## src/rtl/instr_fetch.sv

```systemverilog
// Instruction fetch stage: issues word reads to instruction memory and hands one
// registered instruction at a time to decode, with redirect (branch/jump) support.
module instr_fetch #(
    parameter logic [31:0] RESET_PC = 32'h0000_0000
) (
    input  logic        clk,
    input  logic        reset,
    output logic        imem_req,
    output logic [31:0] imem_addr,
    input  logic        imem_ack,
    input  logic [31:0] imem_rdata,
    output logic        instr_valid,
    input  logic        instr_ready,
    output logic [31:0] instr,
    output logic [5:0]  opcode,
    output logic [5:0]  funct,
    output logic [31:0] pc,
    output logic [31:0] pc_plus4,
    input  logic        redirect,
    input  logic [31:0] redirect_pc
);

    typedef enum logic [1:0] {
        FETCH = 2'd0,
        HOLD  = 2'd1,
        DRAIN = 2'd2
    } state_t;

    state_t      state_q, state_d;
    logic [31:0] fetch_pc_q, fetch_pc_d;
    logic [31:0] pend_pc_q, pend_pc_d;
    logic [31:0] instr_q, instr_d;
    logic [31:0] pc_q, pc_d;
    logic        valid_q, valid_d;

    logic [31:0] redirect_tgt;
    logic        unused_redirect_lsbs;

    // Redirect targets are forced word-aligned; the dropped bits are intentionally unused.
    assign redirect_tgt         = {redirect_pc[31:2], 2'b00};
    assign unused_redirect_lsbs = ^redirect_pc[1:0];

    always_ff @(posedge clk) begin
        if (reset) begin
            state_q    <= FETCH;
            fetch_pc_q <= RESET_PC;
            pend_pc_q  <= 32'h0000_0000;
            instr_q    <= 32'h0000_0000;
            pc_q       <= RESET_PC;
            valid_q    <= 1'b0;
        end else begin
            state_q    <= state_d;
            fetch_pc_q <= fetch_pc_d;
            pend_pc_q  <= pend_pc_d;
            instr_q    <= instr_d;
            pc_q       <= pc_d;
            valid_q    <= valid_d;
        end
    end

    always_comb begin
        state_d    = state_q;
        fetch_pc_d = fetch_pc_q;
        pend_pc_d  = pend_pc_q;
        instr_d    = instr_q;
        pc_d       = pc_q;
        valid_d    = valid_q;

        case (state_q)
            FETCH: begin
                valid_d = 1'b0;
                if (imem_ack) begin
                    if (redirect) begin
                        fetch_pc_d = redirect_tgt;
                    end else begin
                        instr_d    = imem_rdata;
                        pc_d       = fetch_pc_q;
                        fetch_pc_d = fetch_pc_q + 32'd4;
                        valid_d    = 1'b1;
                        state_d    = HOLD;
                    end
                end else if (redirect) begin
                    // Request is already on the bus; park the target until it completes.
                    pend_pc_d = redirect_tgt;
                    state_d   = DRAIN;
                end
            end
            HOLD: begin
                if (redirect) begin
                    valid_d    = 1'b0;
                    fetch_pc_d = redirect_tgt;
                    state_d    = FETCH;
                end else if (instr_ready) begin
                    valid_d = 1'b0;
                    state_d = FETCH;
                end
            end
            DRAIN: begin
                valid_d = 1'b0;
                if (imem_ack) begin
                    fetch_pc_d = redirect ? redirect_tgt : pend_pc_q;
                    state_d    = FETCH;
                end else if (redirect) begin
                    pend_pc_d = redirect_tgt;
                end
            end
            default: begin
                valid_d = 1'b0;
                state_d = FETCH;
            end
        endcase
    end

    // The outstanding address lives in fetch_pc for both FETCH and DRAIN.
    assign imem_req    = !reset && (state_q != HOLD);
    assign imem_addr   = fetch_pc_q;
    assign instr_valid = valid_q;
    assign instr       = instr_q;
    assign pc          = pc_q;
    assign opcode      = instr_q[31:26];
    assign funct       = instr_q[5:0];
    assign pc_plus4    = pc_q + 32'd4;

endmodule

```

## config.mk

```make
export PLATFORM = sky130hd
export DESIGN_NAME = instr_fetch
export DESIGN_NICKNAME = d
export VERILOG_FILES = /design/src/rtl/instr_fetch.sv
export SDC_FILE = /design/constraint.sdc
export NUM_CORES = 1
export LEC_CHECK = 0
export ABC_CLOCK_PERIOD_IN_PS = 4240
export CAP_MARGIN = 20
export CELL_PAD_IN_SITES_DETAIL_PLACEMENT = 0
export CELL_PAD_IN_SITES_GLOBAL_PLACEMENT = 2
export CORE_ASPECT_RATIO = 0.7
export CORE_MARGIN = 2
export CORE_UTILIZATION = 27
export CTS_BUF_LIST = sky130_fd_sc_hd__clkbuf_8 sky130_fd_sc_hd__clkbuf_16
export DETAILED_ROUTE_END_ITERATION = 10
export PLACE_DENSITY = 0.87
export SYNTH_ARGS = -nofsm -noshare
export SYNTH_HDL_FRONTEND = slang
export SYNTH_SLANG_ARGS = --single-unit
```

## constraint.sdc

```tcl
create_clock -name clk -period 4.24 [get_ports clk]
set_input_delay 0.636 -clock clk [delete_from_list [all_inputs] [get_ports clk]]
set_output_delay 0.636 -clock clk [all_outputs]
set_load 0.05 [all_outputs]
```

[After elaboration in Yosys (flattened, before gate mapping)]
Index checks and enable logic that the tools add are counted.
Operators by class
  add/subtract/negate cells: 2
  multiplexer cells: 18
  reductions and logical operators: 9
  eq/ne operators: 9
  bitwise gates (word level): 2
Operator list (number)
  32-bit 2-to-1 mux: 5
  32-bit one-hot mux with 3 select lines: 1
  32-bit by 3-bit adder with 32-bit output (second input constant): 2
  2-bit 2-to-1 mux: 6
  3-bit inequality test (second input constant): 3
  4-bit AND reduction: 2
  2-bit inequality test (second input constant): 3
  2-bit one-hot mux with 3 select lines: 1
  1-bit 2-to-1 mux: 4
  3-bit AND reduction: 1
  3-bit nonzero test: 1
  2-bit by 1-bit equality test with 1-bit output (second input constant): 1
  2-bit equality test (second input constant): 1
  2-bit logical NOT: 1
  2-bit by 1-bit inequality test with 1-bit output (second input constant): 1
  1-bit NOT: 2
  1-bit one-hot mux with 2 select lines: 1
  2-bit AND reduction: 1
  2-bit OR reduction: 1
  1-bit logical AND: 1
  1-bit logical NOT: 1
Storage, ports and cells
  input port bits: 69
  output and inout port bits: 142
  word-level logic and storage cells: 46
  flip-flop bits (word level): 131

[Depth between registers and ports, before layout]
Gate-level depths: netlist (run 1).
  depth after elaboration: 4
  depth in mapped cells: 10

[Worst setup path after synthesis (run 1)]
Ideal clock, no wire load.
  path kind: reg2out
  from: reg pc_q[10] (netlist: pc[10])
  to: out pc_plus4[27]
  setup slack: 0.755 ns
  arrival: 2.849 ns
  cell stages (with the launch flop): 6
  data required time: 3.604 ns
  path buffers: 0
  path through: dfxtp_1 > nand4_2 > or4b_4 > nor4b_4 > nand4_1 > xnor2_1
On the way
  word-level cells in the longest chain between the ends: 1
Ends and longest elaborated chain
  start: declaration: line 33  | logic [31:0] pc_q, pc_d;
  start signal: assignment: line 56  | pc_q <= pc_d;
  32-bit by 3-bit adder with 32-bit output: line 122  | assign pc_plus4 = pc_q + 32'd4;
  end: declaration: line 18  | output logic [31:0] pc_plus4,
Every way passes these cells.

[Final worst setup path (run 1)]
  from: reg pc_q[10] (netlist: pc[10])
  to: out pc_plus4[31]
The elaborated chain is that of the path after synthesis.

==> results of run 1 <==
## routing by layer
layer | GRT usage [%] | vias up
met3 | 6.790 | 10
met5 | 0 | -
met4 | 4.068 | 0
li1 | - | 3262
met1 | 23.85 | 3097
met2 | 27.06 | 220
## cell type report
| class | count | area [sq um] |
|---|---|---|
| timing repair buffer | 221 | 2190 |
| clock buffer | 20 | 466.7 |
| fill | 2431 | 14210 |
| tap | 318 | 397.9 |
| inverter | 10 | 37.54 |
| multi-input combinational | 622 | 3428 |
| clock inverter | 12 | 113.9 |
| sequential | 131 | 2623 |
## registers in the layout, indices dropped and copies added (netlist names)
register,cells
imem_addr,32
instr,32
instr_valid,1
pc,32
pend_pc_q,32
state_q,2
## power breakdown
part / internal, W / switching, W / leakage [nW] / total (W)
clock: 0.000901 / 0.000568 / 0.298 / 0.00147
combinational: 0.000306 / 0.000540 / 1.83 / 0.000846
sequential: 0.00131 / 0.000109 / 1.07 / 0.00142
## placed cells by master, fill, tap and decap left out, types with 9 or more instances in the layout
cell type	netlist	routed
a211oi_1	10	10
a21oi_1	116	116
a221o_1	11	11
a221oi_1	11	11
and3_1	12	11
and4_1	9	9
buf_4	14	13
clkbuf_16	0	17
clkdlybuf4s50_1	0	207
dfxtp_1	131	131
inv_1	9	11
nand2_1	219	219
nand3_1	23	22
nand4_1	20	20
nor2_1	39	39
nor3_1	11	10
o21ai_0	15	14
xnor2_1	29	29
## worst max path at each step
stage	depth (start not counted)	end	slack [ns]	startpoint
2_1_floorplan	5	pc_plus4[27]	0.76	pc[10]$_SDFFE_PP0P_
3_3_place_gp	6	pc_plus4[31]	0.74	pc[9]$_SDFFE_PP0P_
3_5_place_dp	6	pc_plus4[31]	0.74	pc[9]$_SDFFE_PP0P_
4_1_cts	6	pc_plus4[31]	0.28	pc[9]$_SDFFE_PP0P_
5_1_grt	6	pc_plus4[31]	0.14	pc[10]$_SDFFE_PP0P_
6_report	6	pc_plus4[31]	0.34	pc[10]$_SDFFE_PP0P_
## worst max-delay path: cells and delay by family, from the launching register on
kind / cells / cell delay (ns)
AND/OR/NAND/NOR: 4 / 1.38
XOR/XNOR: 1 / 0.17
flip-flops: 1 / 0.44
buffers and inverters: 1 / 0.85
## cells by family after synthesis
logic type	count (synthesis)
xor gates and xnor gates	37
AOI/OAI and AO/OA	209
and+or+nand+nor	365
adders and majority gates	6
muxes	5
DFF	131
buffers and inverters	84
## stage by stage
stage / cells / cell area (sq um) / hold slack, ns
floorplan: 837 / 6419 / 0.4360
global placement: 1302 / 8676 / 0.4412
detailed placement: 1302 / 8676 / 0.4467
CTS: 1334 / 9256 / 0.4532
global route: 1334 / 9256 / 0.4732
finish: 1334 / 9256 / 0.4520
==> flow_summary_export.csv, run 1 <==
group,metric,value,unit
timing,fin_setup_tns,0,ns
timing,skew,0.008024,ns
detailed_routing,wl_met1,10450,microns
finish,final_nets,1078,
min_path,hold_path_end,"instr[22]$_SDFFE_PP0P_",
worst_setup_path,crit_path_start_kind,"flop",
logic_synthesis,yosys.area_share.simple,25.93,%
status,status,"finished, final reports clean",
cts,cts.clk_slew.worst_paths,0.06,ns
die,core,23460,sq um
worst_setup_path,cp_cell_sequence,"nand4_2, or4b_4, nor4b_4, nand3_1, xnor2_1, clkdlybuf4s50_1",
timing,slew_viol_final,0,
logic_synthesis,avgSynthCellArea,7.669,sq um
cts,numCtsBuffers,17,
logic_synthesis,synth_top_area_share,40.86,%
detailed_routing,top_layer,"met4",
cts,clock-sinks,131,
min_path,hold_path_class,"flop to flop",
logic_synthesis,synth_compound_area_share,20.31,%
die,rows,47,
worst_setup_path,crit_fanout,6,
detailed_routing,via_per_inst,4.939,
worst_setup_path,reg2reg_depth,8,
power_and_ir_drop,p_per_area,403.3,nW/um^2
worst_setup_path,crit_slowest_cell,"clkdlybuf4s50_1",
die,dieArea,25040,sq um
cts,postCtsSetupRepairBufs,0,
timing,slew_headroom,33.14,%
finish,antennaDiodeCount,0,
power_and_ir_drop,fin_total_pwr,0.003734,W
worst_setup_path,r2r_end,"imem_addr[18]$_SDFFE_PP0P_",
detailed_routing,wl_met3,1891,microns
placement,gp_congestion,0.7978,
cts,clock_latency,0.43,ns
logic_synthesis,synth_nets,912,
logic_synthesis,synth_top_family_by_area,"simple AND/OR/NAND/NOR gates",
logic_synthesis,synth_top_cell_by_area,"dfxtp_1",
min_path,hold_depth,2,
logic_synthesis,synth_area_leaders,"dfxtp_1, nand2_1, a21oi_1, xnor2_1, clkbuf_1",
grt,grt_pass1_vias,6201,
detailed_routing,totalWireLength,22200,microns
logic_synthesis,yosysWarningCount,0,
timing,rsz0062_at_grt,"no",
placement,post-place-ws,0.7373,ns
logic_synthesis,ys_ff_latch,131,
logic_synthesis,synth_xor_area_share,5.049,%
die,die_x,188.3,microns
timing,finalWorstPathRequiredPeriod,3.904,ns
timing,min_period_over_period,92.08,%
logic_synthesis,syn_inst,837,
timing,worstMarginPinSlew,1.003,ns
finish,layout-drive-gt1-share,5.413,%
cts,cts_repair_resize_count,0,
grt,grt_pass1_wl,34810,microns
grt,grt_remaining_overflow,0,
die,io_pins,211,
worst_setup_path,cpPeakStageDelay,0.85,ns
logic_synthesis,synth-edff-count,0,
grt,antenna_found_initial,0,
placement,dp_hpwl,15570,microns
power_and_ir_drop,p_leak,3.202,nW
detailed_routing,drt_iter0_drc,448,
worst_setup_path,critPathArrivalTime,3.27,ns
logic_synthesis,async_flop_share,0,%
grt,grt_max_degree,83,
detailed_routing,wl_met2,9701,microns
logic_synthesis,seq_area_frac_synth,40.86,%
logic_synthesis,synthAdderAreaFrac,1.170,%
cts,cts_hold_buf,0,
timing,setup_violations,0,
grt,grtUsageTotal,17.81,%
detailed_routing,ant_nets,0,
die,start_util,27.36,%
worst_setup_path,cp-end-kind,"primary output",
logic_synthesis,synthFlopType,"dfxtp_1",
finish,fin_util,39.45,%
timing,finalHoldViolations,0,
detailed_routing,drc,0,
detailed_routing,vias,6589,
die,fp.dieH,133,microns
logic_synthesis,synth_area,6419,sq um
flow_run,cap_violations,0,
placement,io_buffers,208,
worst_setup_path,r2r_slack,1.23,ns
worst_setup_path,r2r-start,"state_q[0]$_SDFFE_PP0P_",
cts,cts_tree,"built",
logic_synthesis,yosysMostFrequentCell,"nand2_1",
cts,cts_htree_levels,4,
detailed_routing,wl_per_cell,16.64,microns
logic_synthesis,synth_mux_area_share,0.7797,%
logic_synthesis,synth.cells.most_frequent,"nand2_1, dfxtp_1, a21oi_1, clkbuf_1, nor2_1",
cts,cts_buffer_depth,2,
timing,fmax,0.2561,GHz
worst_setup_path,critPathKind,"flop to primary output",
detailed_routing,firstDrtPassIters,5,
min_path,hold_start,"instr[22]$_SDFFE_PP0P_",
worst_setup_path,critPathRequiredTime,3.60,ns
finish,syn_to_final_growth,44.21,%
cts,clk_root_buffer_cell,"clkbuf_16",
logic_synthesis,ys_types,56,
timing,setup_ws,0.3357,ns
power_and_ir_drop,peakVddDrop,0.0002106,V
Power figures use the tool's default switching activity.
==> run 2, diff against run 1 <==
--- a/config.mk
+++ b/config.mk
@@ -15,6 +15,8 @@
 export CTS_BUF_LIST = sky130_fd_sc_hd__clkbuf_8 sky130_fd_sc_hd__clkbuf_16
 export DETAILED_ROUTE_END_ITERATION = 10
 export PLACE_DENSITY = 0.87
+export SETUP_SLACK_MARGIN = 0.1
+export SLEW_MARGIN = 20
 export SYNTH_ARGS = -nofsm -noshare
 export SYNTH_HDL_FRONTEND = slang
 export SYNTH_SLANG_ARGS = --single-unit
==> results of run 2 <==
The final DEF is identical to that of run 1; final timing and power are the same.
